$ cat config.mk
export PLATFORM = sky130hd
export DESIGN_NAME = instr_fetch
export DESIGN_NICKNAME = d
export VERILOG_FILES = /design/src/rtl/instr_fetch_pkg.sv /design/src/rtl/instr_fetch_pc_reg.sv /design/src/rtl/instr_fetch.sv
export SDC_FILE = /design/constraint.sdc
export NUM_CORES = 1
export LEC_CHECK = 0
export CAP_MARGIN = 20
export CORE_ASPECT_RATIO = 2
export CORE_UTILIZATION = 46
export CTS_CLUSTER_SIZE = 40
export DETAILED_ROUTE_END_ITERATION = 8
export PLACE_DENSITY = 0.81
export SETUP_SLACK_MARGIN = 0.1
export SKIP_LAST_GASP = 1
export SYNTH_ARGS = -nofsm -noshare
export SYNTH_HDL_FRONTEND = slang
export SYNTH_SLANG_ARGS = --single-unit
$ cat constraint.sdc
create_clock -name clk -period 4.3 [get_ports clk]
set_input_delay 1.29 -clock clk [delete_from_list [all_inputs] [get_ports clk]]
set_output_delay 1.29 -clock clk [all_outputs]
set_load 0.03 [all_outputs]
$ cat src/rtl/instr_fetch_pkg.sv
// Shared definitions for the instruction fetch stage: exe_engine opcode map,
// default widths and the fetch FSM state encoding.
package instr_fetch_pkg;

    localparam int ADDR_W_DEF  = 8;
    localparam int INSTR_W_DEF = 5;

    // exe_engine opcode map; OP_HALT stops the fetch stage once consumed.
    typedef enum logic [4:0] {
        OP_NOP  = 5'h00,
        OP_ADD  = 5'h01,
        OP_SUB  = 5'h02,
        OP_AND  = 5'h03,
        OP_OR   = 5'h04,
        OP_XOR  = 5'h05,
        OP_LD   = 5'h08,
        OP_ST   = 5'h09,
        OP_JMP  = 5'h10,
        OP_BEQ  = 5'h11,
        OP_HALT = 5'h1F
    } opcode_e;

    typedef enum logic [1:0] {
        ST_IDLE   = 2'd0,
        ST_REQ    = 2'd1,
        ST_ISSUE  = 2'd2,
        ST_HALTED = 2'd3
    } fetch_state_e;

endpackage

$ cat src/rtl/instr_fetch_pc_reg.sv
// Program counter register for the fetch stage.
// Load priority: reset > load (start/jump) > increment; increment wraps modulo 2**ADDR_W.
module instr_fetch_pc_reg #(
    parameter int ADDR_W = 8
) (
    input  logic              clk,
    input  logic              reset,
    input  logic              load_en,
    input  logic [ADDR_W-1:0] load_val,
    input  logic              inc_en,
    output logic [ADDR_W-1:0] pc
);

    logic [ADDR_W-1:0] pc_d;
    logic [ADDR_W-1:0] pc_q;

    always_comb begin
        pc_d = pc_q;
        if (load_en) begin
            pc_d = load_val;
        end else if (inc_en) begin
            pc_d = pc_q + ADDR_W'(1);
        end
    end

    always_ff @(posedge clk) begin
        if (reset) begin
            pc_q <= '0;
        end else begin
            pc_q <= pc_d;
        end
    end

    assign pc = pc_q;

endmodule

$ cat src/rtl/instr_fetch.sv
// Instruction fetch stage feeding exe_engine: req/ack reads from instruction
// memory, one instruction in flight, HALT stop and jump redirects.
module instr_fetch
    import instr_fetch_pkg::*;
#(
    parameter int                 ADDR_W  = ADDR_W_DEF,
    parameter int                 INSTR_W = INSTR_W_DEF,
    parameter logic [INSTR_W-1:0] HALT_OP = INSTR_W'(OP_HALT)
) (
    input  logic               clk,
    input  logic               reset,
    input  logic               start,
    input  logic [ADDR_W-1:0]  start_addr,
    output logic               imem_req,
    output logic [ADDR_W-1:0]  imem_addr,
    input  logic               imem_ack,
    input  logic [INSTR_W-1:0] imem_rdata,
    output logic [INSTR_W-1:0] instr,
    output logic               instr_valid,
    input  logic               instr_ready,
    input  logic               jump_en,
    input  logic [ADDR_W-1:0]  jump_addr,
    output logic [ADDR_W-1:0]  pc,
    output logic               busy,
    output logic               halted,
    output logic [1:0]         state_dbg
);

    // Handshake: instr transfers on a posedge where instr_valid=1 and instr_ready=1;
    // instr stays stable while instr_valid=1; instr_valid may not depend on instr_ready.
    fetch_state_e       state_d, state_q;
    logic               req_d, req_q;
    logic [ADDR_W-1:0]  addr_d, addr_q;
    logic [INSTR_W-1:0] instr_d, instr_q;
    logic               valid_d, valid_q;
    logic               flush_d, flush_q;
    logic               pc_load;
    logic [ADDR_W-1:0]  pc_load_val;
    logic               pc_inc;

    instr_fetch_pc_reg #(.ADDR_W(ADDR_W)) u_pc_reg (
        .clk      (clk),
        .reset    (reset),
        .load_en  (pc_load),
        .load_val (pc_load_val),
        .inc_en   (pc_inc),
        .pc       (pc)
    );

    always_comb begin
        state_d     = state_q;
        req_d       = req_q;
        addr_d      = addr_q;
        instr_d     = instr_q;
        valid_d     = valid_q;
        flush_d     = flush_q;
        pc_load     = 1'b0;
        pc_load_val = start_addr;
        pc_inc      = 1'b0;
        case (state_q)
            ST_IDLE, ST_HALTED: begin
                if (start) begin
                    pc_load = 1'b1;
                    addr_d  = start_addr;
                    req_d   = 1'b1;
                    flush_d = 1'b0;
                    state_d = ST_REQ;
                end
            end
            ST_REQ: begin
                if (jump_en) begin
                    pc_load     = 1'b1;
                    pc_load_val = jump_addr;
                    if (imem_ack) begin
                        addr_d  = jump_addr;
                        flush_d = 1'b0;
                    end else begin
                        // Request in flight to the old address; its data is dropped on ack.
                        flush_d = 1'b1;
                    end
                end else if (imem_ack) begin
                    if (flush_q) begin
                        flush_d = 1'b0;
                        addr_d  = pc;
                    end else begin
                        instr_d = imem_rdata;
                        pc_inc  = 1'b1;
                        req_d   = 1'b0;
                        valid_d = 1'b1;
                        state_d = ST_ISSUE;
                    end
                end
            end
            ST_ISSUE: begin
                if (jump_en) begin
                    // A jump beats HALT even when the instruction is consumed this cycle.
                    pc_load     = 1'b1;
                    pc_load_val = jump_addr;
                    valid_d     = 1'b0;
                    req_d       = 1'b1;
                    addr_d      = jump_addr;
                    state_d     = ST_REQ;
                end else if (instr_ready) begin
                    valid_d = 1'b0;
                    if (instr_q == HALT_OP) begin
                        state_d = ST_HALTED;
                    end else begin
                        req_d   = 1'b1;
                        addr_d  = pc;
                        state_d = ST_REQ;
                    end
                end
            end
            default: begin
                state_d = ST_IDLE;
            end
        endcase
    end

    always_ff @(posedge clk) begin
        if (reset) begin
            state_q <= ST_IDLE;
            req_q   <= 1'b0;
            addr_q  <= '0;
            instr_q <= '0;
            valid_q <= 1'b0;
            flush_q <= 1'b0;
        end else begin
            state_q <= state_d;
            req_q   <= req_d;
            addr_q  <= addr_d;
            instr_q <= instr_d;
            valid_q <= valid_d;
            flush_q <= flush_d;
        end
    end

    assign imem_req    = req_q;
    assign imem_addr   = addr_q;
    assign instr       = instr_q;
    assign instr_valid = valid_q;
    assign busy        = (state_q == ST_REQ) || (state_q == ST_ISSUE);
    assign halted      = (state_q == ST_HALTED);
    assign state_dbg   = state_q;

endmodule
==> metrics, run 1 <==
largest net degree at the start of global routing=26; Syn-to-layout area delta=36.9%; yosys warns=0; fin crit share=0.821; Post-CTS Setup Inserts=0; Die ar.=3630 um^2; Hold Vio Cnt, Final=0; Max VDD drop=0.000265 V; Worst Path Max Fanout=24; Slew HR=0.525; CTS sink count=26; Rows=29; Routed WL=4170 um; top routing layer in use=met4; Net Sw Power=433 uW; drc violations=0; placeable core area=3190 um^2; gate count of the mapped netlist=183; met2 routed WL=2290 um; Slew Viols, Final=0; post-DR wirelength/cell=16.0 um; Ant. Diodes=0; r2r startpoint=state_dbg[0]; Design Area, Final=2130 um^2; die height=84.2 um; hold_sp=instr[2]; initial core utilization=0.486; cell count after placement=257; Cell Area, Placed=2070 um^2; Worst Path Arrival=2.24 ns; Async S/R FF share, synth=0; worst hold path cell count=2; nets=263; Clock power frac=0.157; Worst-Skew Late Latency=0.27 ns; initial antenna violation count=0; ys flop type=dfxtp_1; CP Launch Point=state_dbg[0]; clock buffer depth=2; EDFF count, synth=0; Post-CTS Resized=0; # IOs=54; Worst Tran Pin Value=0.712 ns; internal power=581 uW; final setup vio count=0; via count=1548; Sw Share=0.427; sequential share of the synthesized area=0.335; Worst R2R End=u_pc_reg.pc[1]; post-layout minimum cycle time=3.53 ns; fillers=280; status=completed; Post-Synthesis Mean Instance Area=8.48 um^2; Unique masters post-synth=43; RSZ-0062 raised after global routing=false; Critical Path RT=3.01 ns; WL met1=1650 um; leakage power=0.000818 uW; Root Buffer=clkbuf_8; first-pass GRT wire length=6770 um; Post-Syn Area=1550 um^2; number of synthesized register bits=26; Max Cap Violations=0; CTS H-Tree Depth=1; PwrDens=477 nW/um^2; maximum clock rate=283 MHz; total grt overflow=0; classification of the worst-slack hold path=reg -> reg; CTS Buf Count=3; number of global-route vias before repair=1495; dpl hpwl=3060 um; final cell count without fillers=261; clock skew=0.00503 ns; Crit Path Category=reg -> out; DR vias/cell=5.93; Setup crit end kind=primary output; antenna viol nets, final=0; Worst R2R Setup Slack=1.88 ns; Flop pwr share=0.339; Comb power frac=0.504; port bufs=53; crit path launch type=flop; 1st-iter DRT viols=48; Hold Buf Count CTS=0; Synth Net Count=215; Die Width=43.1 um; final setup TNS=0 ns; CTS tree=done; routed wl met3=131 um; Clock transition at path regs=0.09 ns; R2R depth=6; GRT Total Usage=0.236; share of layout cells above drive strength 1=0.0652; Worst Hold End=instr[2]; gpl congestion=0.867; Pre-antenna DRT Iters=4
==> cell usage after synthesis, types with 2 or more instances <==
master	instances	area share
dfxtp_1	26	0.34
nand2_1	25	0.060
a21oi_1	21	0.068
nor2_1	13	0.031
o211ai_1	9	0.044
mux2i_1	8	0.052
o41ai_1	8	0.045
xor2_1	6	0.034
buf_2	5	0.016
ha_1	5	0.040
inv_1	5	0.012
clkbuf_1	4	0.0097
nand3_1	4	0.013
a211oi_1	3	0.015
a221oi_1	3	0.017
nand2b_1	3	0.012
nor2b_1	3	0.012
and3_1	2	0.0081
and4_1	2	0.011
buf_6	2	0.015
nand4_1	2	0.0081
o21ai_1	2	0.0064
o32ai_1	2	0.011
==> placed cells by master (no fill, tap or decap), types with 5 or more instances in the layout <==
cell type        count
a21oi_1             21
xor2_1               6
nor2_1              13
dfxtp_1             26
inv_1                5
o211ai_1             9
o41ai_1              8
ha_1                 5
mux2i_1              8
clkdlybuf4s50_1     53
nand2_1             25
==> logic make-up after synthesis <==
logic type,Yosys count,synth area share
fa+ha+maj,5,0.0403
buf+inv,18,0.0572
compound gates,60,0.277
mux,8,0.0516
flops,26,0.335
simple gates,60,0.205
xor+xnor,6,0.0338
==> worst max-delay path, stage by stage (launching register included) <==
cell	delay (ns)
dfxtp_1	0.43
inv_1	0.07
ha_1	0.71
inv_2	0.12
clkdlybuf4s50_1	0.62
==> area by class of cell <==
type                    count  area (um^2)  area share
repair buffers             55          546       0.257
multi-input cells         139          943       0.444
flip-flops and latches     26          520       0.245
inverters                   6         22.5      0.0106
clock buffers               4         55.1      0.0259
well taps                  31         38.8      0.0182
==> state kept, by name (all words and copies together) (netlist names) <==
name and flops:
instr 5, flush_q 1, u_pc_reg.pc 8, instr_valid 1, imem_req 1, state_dbg 2
imem_addr 8
==> worst max-delay path by stage <==
| stage | to | slack, ns | cells after the start |
|---|---|---|---|
| 6_report | busy | 0.77 | 4 |
| 5_1_grt | busy | 0.61 | 4 |
| 4_1_cts | busy | 0.76 | 4 |
| 3_5_place_dp | busy | 1.07 | 4 |
| 3_3_place_gp | imem_req | 1.11 | 5 |
| 2_1_floorplan | busy | 1.85 | 3 |
==> routing by layer <==
layer / vias up / GRT usage
li1: 776 / -
met1: 729 / 0.264
met2: 36 / 0.434
met3: 7 / 0.0237
met4: 0 / 0.0909
met5: - / 0
==> power groups by stage <==
stage | registers (uW) | logic, uW | clock network [uW]
after global placement | 346 | 507 | 0
after detailed placement | 348 | 510 | 0
after global routing | 350 | 552 | 171
final | 343 | 511 | 159
after floorplan | 436 | 239 | 0
after CTS | 343 | 513 | 163
==> through the flow <==
step                      setup slack [ns]  hold slack, ns   util  total power, uW
final                                0.771           0.478  0.666             1010
after CTS                            0.756           0.480  0.666             1020
after detailed placement              1.07           0.467  0.649              858
after global routing                 0.605           0.521  0.666             1070
after global placement                1.11           0.460  0.649              853
after floorplan                       1.85           0.505      -              675
Power figures use the tool's default switching activity.
==> run 2, diff against run 1 <==
--- a/config.mk
+++ b/config.mk
@@ -7,10 +7,10 @@
 export LEC_CHECK = 0
 export CAP_MARGIN = 20
 export CORE_ASPECT_RATIO = 2
-export CORE_UTILIZATION = 46
+export CORE_UTILIZATION = 45
 export CTS_CLUSTER_SIZE = 40
 export DETAILED_ROUTE_END_ITERATION = 8
-export PLACE_DENSITY = 0.81
+export PLACE_DENSITY = 0.8
 export SETUP_SLACK_MARGIN = 0.1
 export SKIP_LAST_GASP = 1
 export SYNTH_ARGS = -nofsm -noshare
==> constraint.sdc (replaced) <==
create_clock -name clk -period 3.6 [get_ports clk]
set_input_delay 1.08 -clock clk [delete_from_list [all_inputs] [get_ports clk]]
set_output_delay 1.08 -clock clk [all_outputs]
set_load 0.03 [all_outputs]
==> metrics, run 2 (synthesized netlist as in run 1, its figures left out) <==
Final Core Density=0.663 (-0.00283); CTS tree=done; Post-CTS Setup Inserts=0 (unchanged); Max Cap Violations=0 (unchanged); Post-CTS Resized=0 (unchanged); crit path launch type=flop; CTS H-Tree Depth=1 (unchanged); DR vias/cell=6.16 (+3.8%); status=finished, violations left; placeable core area=3230 um^2 (+1.1%); commonest cells after routing, fill and taps aside=53 x clkdlybuf4s50_1, 26 x dfxtp_1, 25 x nand2_1; Pre-antenna DRT Iters=6 (+2); Die Width=43.5 um (+1.1%); gpl congestion=0.913 (+5.3%); GRT Total Usage=0.249 (+0.0127); initial core utilization=0.481 (-0.00546); share of layout cells above drive strength 1=0.0733 (+0.00806); Die ar.=3700 um^2 (+2.1%); number of global-route vias before repair=1562 (+4.5%); CTS Buf Count=3 (unchanged); # IOs=54 (unchanged); Crit Path Category=reg -> out; Root Buffer=clkbuf_8; port bufs=53 (unchanged); first-pass GRT wire length=7140 um (+5.5%); die height=85.1 um (+1.1%); RSZ-0062 raised after global routing=false; Worst Path Max Fanout=6 (-75%); Ant. Diodes=0 (unchanged); post-layout minimum cycle time=2.96 ns; Rows=29 (unchanged); nets=265 (+0.76%); via count=1619 (+4.6%); Setup crit end kind=primary output; Worst Path Arrival=1.88 ns (-0.36 ns); final setup TNS=0 ns (unchanged); classification of the worst-slack hold path=reg -> reg; Slew HR=0.655 (+0.129); PwrDens=575 nW/um^2 (+21%); post-DR wirelength/cell=16.6 um (+4.2%); Worst Tran Pin Value=0.516 ns (-0.196 ns); Syn-to-layout area delta=37.9%; Critical Path RT=2.52 ns (-0.49 ns); Routed WL=4380 um (+5.0%); clock buffer depth=2 (unchanged); drc violations=6 (+6); Slew Viols, Final=0 (unchanged); antenna viol nets, final=0 (unchanged); Hold Buf Count CTS=0 (unchanged); dpl hpwl=3270 um (+6.9%); Worst-Skew Late Latency=0.27 ns (about the same); largest net degree at the start of global routing=24 (-7.7%); maximum clock rate=337 MHz; CTS sink count=26 (unchanged); total grt overflow=0 (unchanged); 1st-iter DRT viols=43 (-10%); Max VDD drop=0.000373 V (+41%); clock skew=0.00273 ns (-0.00230 ns); Hold Vio Cnt, Final=0 (unchanged); failing checks=design-rule violations; initial antenna violation count=0 (unchanged); leakage power=0.000827 uW (+1.2%); fin crit share=0.823; commonest non-fill, non-tap cell in the layout=clkdlybuf4s50_1; final setup vio count=0 (unchanged); Clock transition at path regs=0.09 ns (about the same)
-- run 2: cell count changes in the layout (fill, tap and decap cells not counted) --
| cell | delta |
|---|---|
| buf_4 | +2 |
-- run 2: path summary, 6_finish.rpt --
check	startpoint	to	slack, ns	cells past startpoint
setup / recovery	state_dbg[0]	busy	0.64	4
hold / removal	instr[2]	instr[2]	0.48	2
setup reg to reg	state_dbg[0]	u_pc_reg.pc[1]	1.40	7
hold reg to reg	instr[2]	instr[2]	0.48	2
-- run 2: final cells by class --
cell class / count / area [um^2]
tap: 31 / 38.8
fill: 306 / 1090
timing repair buffer: 57 / 561
multi-input combinational: 139 / 943
clock buffer: 4 / 55.1
sequential: 26 / 520
inverter: 6 / 22.5
-- run 2: metrics by stage --
| step | total power (uW) | instances | hold slack (ns) | area [um^2] | setup slack, ns |
|---|---|---|---|---|---|
| 2_1_floorplan | 806 | 183 | 0.505 | 1550 | 1.36 |
| 3_3_place_gp | 1030 | 259 | 0.461 | 2090 | 0.612 |
| 3_5_place_dp | 1040 | 259 | 0.470 | 2090 | 0.539 |
| 4_1_cts | 1230 | 263 | 0.482 | 2140 | 0.634 |
| 5_1_grt | 1300 | 263 | 0.506 | 2140 | 0.564 |
| 6_report | 1230 | 263 | 0.479 | 2140 | 0.637 |
-- run 2: power by group --
group	switching [uW]	leakage (uW)	internal, uW
logic	373	0.000584	255
clock network	95.8	0.0000288	98.0
registers	61.4	0.000214	349
-- run 2: worst max-delay path: stages, from the launching register on --
cell and delay [ns]:
dfxtp_1 0.44, inv_1 0.07, ha_1 0.32, inv_2 0.10
clkdlybuf4s50_1 0.67
-- run 2: metal layers --
metal  part of all wire  vias to the layer above  track usage
li1                   -                      781            -
met1               0.39                      770        0.272
met2               0.55                       58        0.466
met3              0.035                       10       0.0213
met4              0.029                        0        0.102
met5                  0                        -            0
==> run 3, diff against run 2 <==
==> constraint.sdc (replaced) <==
create_clock -name clk -period 2.8 [get_ports clk]
set_input_delay 0.84 -clock clk [delete_from_list [all_inputs] [get_ports clk]]
set_output_delay 0.84 -clock clk [all_outputs]
set_load 0.03 [all_outputs]
==> metrics, run 3 (synthesized netlist as in run 1, its figures left out) <==
status=finished, violations left; failing checks=design-rule violations; number of global-route vias before repair=1519 (-2.8%); leakage power=0.000857 uW (+3.6%); first-pass GRT wire length=6940 um (-2.8%); cell family with most CP delay=buffers and inverters; R2R depth=7 (unchanged); Pre-antenna DRT Iters=7 (+1); crit path launch type=flop; CTS H-Tree Depth=1 (unchanged); Worst R2R End=u_pc_reg.pc[1]; share of layout cells above drive strength 1=0.0890 (+0.0157); total grt overflow=0 (unchanged); Syn-to-layout area delta=40.8%; post-DR wirelength/cell=16.2 um (-2.5%); Clock transition at path regs=0.09 ns (about the same); drc violations=6 (unchanged); CP max-delay cell=dfxtp_1; GRT Total Usage=0.246 (-0.00328); Clock power frac=0.187 (+0.030); Sw Share=0.409 (-0.0215); commonest non-fill, non-tap cell in the layout=clkdlybuf4s50_1; Comb power frac=0.496 (-0.013); Crit Path Category=reg -> out; Die Width=43.5 um (unchanged); fillers=258 (-16%); Worst Path Arrival=1.60 ns (-0.28 ns); CP Launch Point=state_dbg[0]; Rows=29 (unchanged); port bufs=53 (unchanged); Flop pwr share=0.317 (-0.016); fin crit share=0.870; maximum clock rate=410 MHz; Hold Slack=0.479 ns (-0.000427 ns); placeable core area=3230 um^2 (unchanged); final setup vio count=0 (unchanged); CTS tree=done; dpl hpwl=3160 um (-3.1%); Slew HR=0.691 (+0.0363); Critical Path RT=1.96 ns (-0.56 ns); Root Buffer=clkbuf_8; Worst Tran Pin Value=0.463 ns (-0.0529 ns); # IOs=54 (unchanged); post-layout minimum cycle time=2.44 ns; Worst Path Max Fanout=6 (unchanged); clock buffer depth=2 (unchanged); hold_sp=instr[2]; Hold Vio Cnt, Final=0 (unchanged); Max Cap Violations=0 (unchanged); die height=85.1 um (unchanged); Routed WL=4330 um (-1.1%); via count=1664 (+2.8%); 1st-iter DRT viols=42 (-2.3%); Design Area, Final=2190 um^2 (+2.1%); initial antenna violation count=0 (unchanged); internal power=981 uW (+40%); Setup crit end kind=primary output; r2r startpoint=state_dbg[0]; CTS Buf Count=3 (unchanged); Buf/Inv on CP=3 (unchanged); Post-CTS Setup Inserts=0 (unchanged); DR vias/cell=6.23 (+1.2%); Net Sw Power=678 uW (+28%); CP cell instances=inv_1 -> ha_1 -> inv_2 -> dlygate4sd2_1; nets=269 (+1.5%); Worst R2R Setup Slack=0.66 ns (-0.74 ns); classification of the worst-slack hold path=reg -> reg; Post-CTS Resized=1 (+1); Worst-Skew Late Latency=0.27 ns (about the same); PwrDens=759 nW/um^2 (+32%); Hold Buf Count CTS=0 (unchanged); Ant. Diodes=0 (unchanged); CP Capture Point=busy; final setup TNS=0 ns (unchanged); antenna viol nets, final=0 (unchanged); CTS sink count=26 (unchanged); initial core utilization=0.481 (unchanged); largest net degree at the start of global routing=25 (+4.2%); RSZ-0062 raised after global routing=false; gpl congestion=0.884 (-3.1%); clock skew=0.00511 ns (+0.00239 ns); commonest cells after routing, fill and taps aside=52 x clkdlybuf4s50_1, 26 x dfxtp_1, 25 x nand2_1; Die ar.=3700 um^2 (unchanged); Cell Area, Placed=2120 um^2 (+1.4%); max incr delay on CP=0.44 ns (-0.23 ns); Max VDD drop=0.000550 V (+48%); Slew Viols, Final=0 (unchanged); Crit. path cell count=4 (unchanged)
-- run 3: routing by layer --
metal  routed length, um  part of all wire  track usage  up-vias
li1                    -                 -            -      786
met1                1620              0.37        0.267      791
met2                2380              0.55        0.449       72
met3                 204             0.047       0.0319       15
met4                 129             0.030        0.111        0
met5                   0                 0            0        -
-- run 3: metrics by stage --
stage                util  worst slack, ns  std cells  total power [uW]
CTS                 0.677            0.344        267              1660
finish              0.677            0.363        267              1660
global placement    0.655            0.303        263              1350
floorplan               -            0.801        183              1040
global route        0.677            0.282        267              1750
detailed placement  0.655            0.246        263              1360
-- run 3: worst min-delay path by stage --
stage / to / slack (ns) / cells past startpoint
final: instr[2] / 0.48 / 2
after global routing: instr[2] / 0.51 / 2
after CTS: instr[2] / 0.48 / 2
after detailed placement: instr[2] / 0.47 / 2
after global placement: instr[2] / 0.46 / 2
after floorplan: flush_q / 0.51 / 2
-- run 3: power by group through the flow --
| stage | clock network, uW | registers, uW | logic [uW] |
|---|---|---|---|
| floorplan | 0 | 670 | 366 |
| global placement | 0 | 533 | 814 |
| detailed placement | 0 | 534 | 822 |
| CTS | 317 | 526 | 822 |
| global route | 329 | 536 | 882 |
| finish | 310 | 526 | 823 |
-- run 3: worst reg2reg max path, stage by stage (launching register included) --
cell and delay, ns:
dfxtp_1 0.44, inv_1 0.07, ha_1 0.32, buf_4 0.26
nand2b_1 0.36, nand2_1 0.19, and3_1 0.18, a311oi_1 0.24
-- run 3: final cells by class --
cell class | count | area, um^2 | share of cell area
clock buffers | 3 | 41.3 | 0.0189
clock inverters | 1 | 30.0 | 0.0137
inverters | 6 | 22.5 | 0.0103
multi-input cells | 139 | 943 | 0.432
flip-flops and latches | 26 | 520 | 0.238
well taps | 31 | 38.8 | 0.0177
repair buffers | 61 | 589 | 0.270
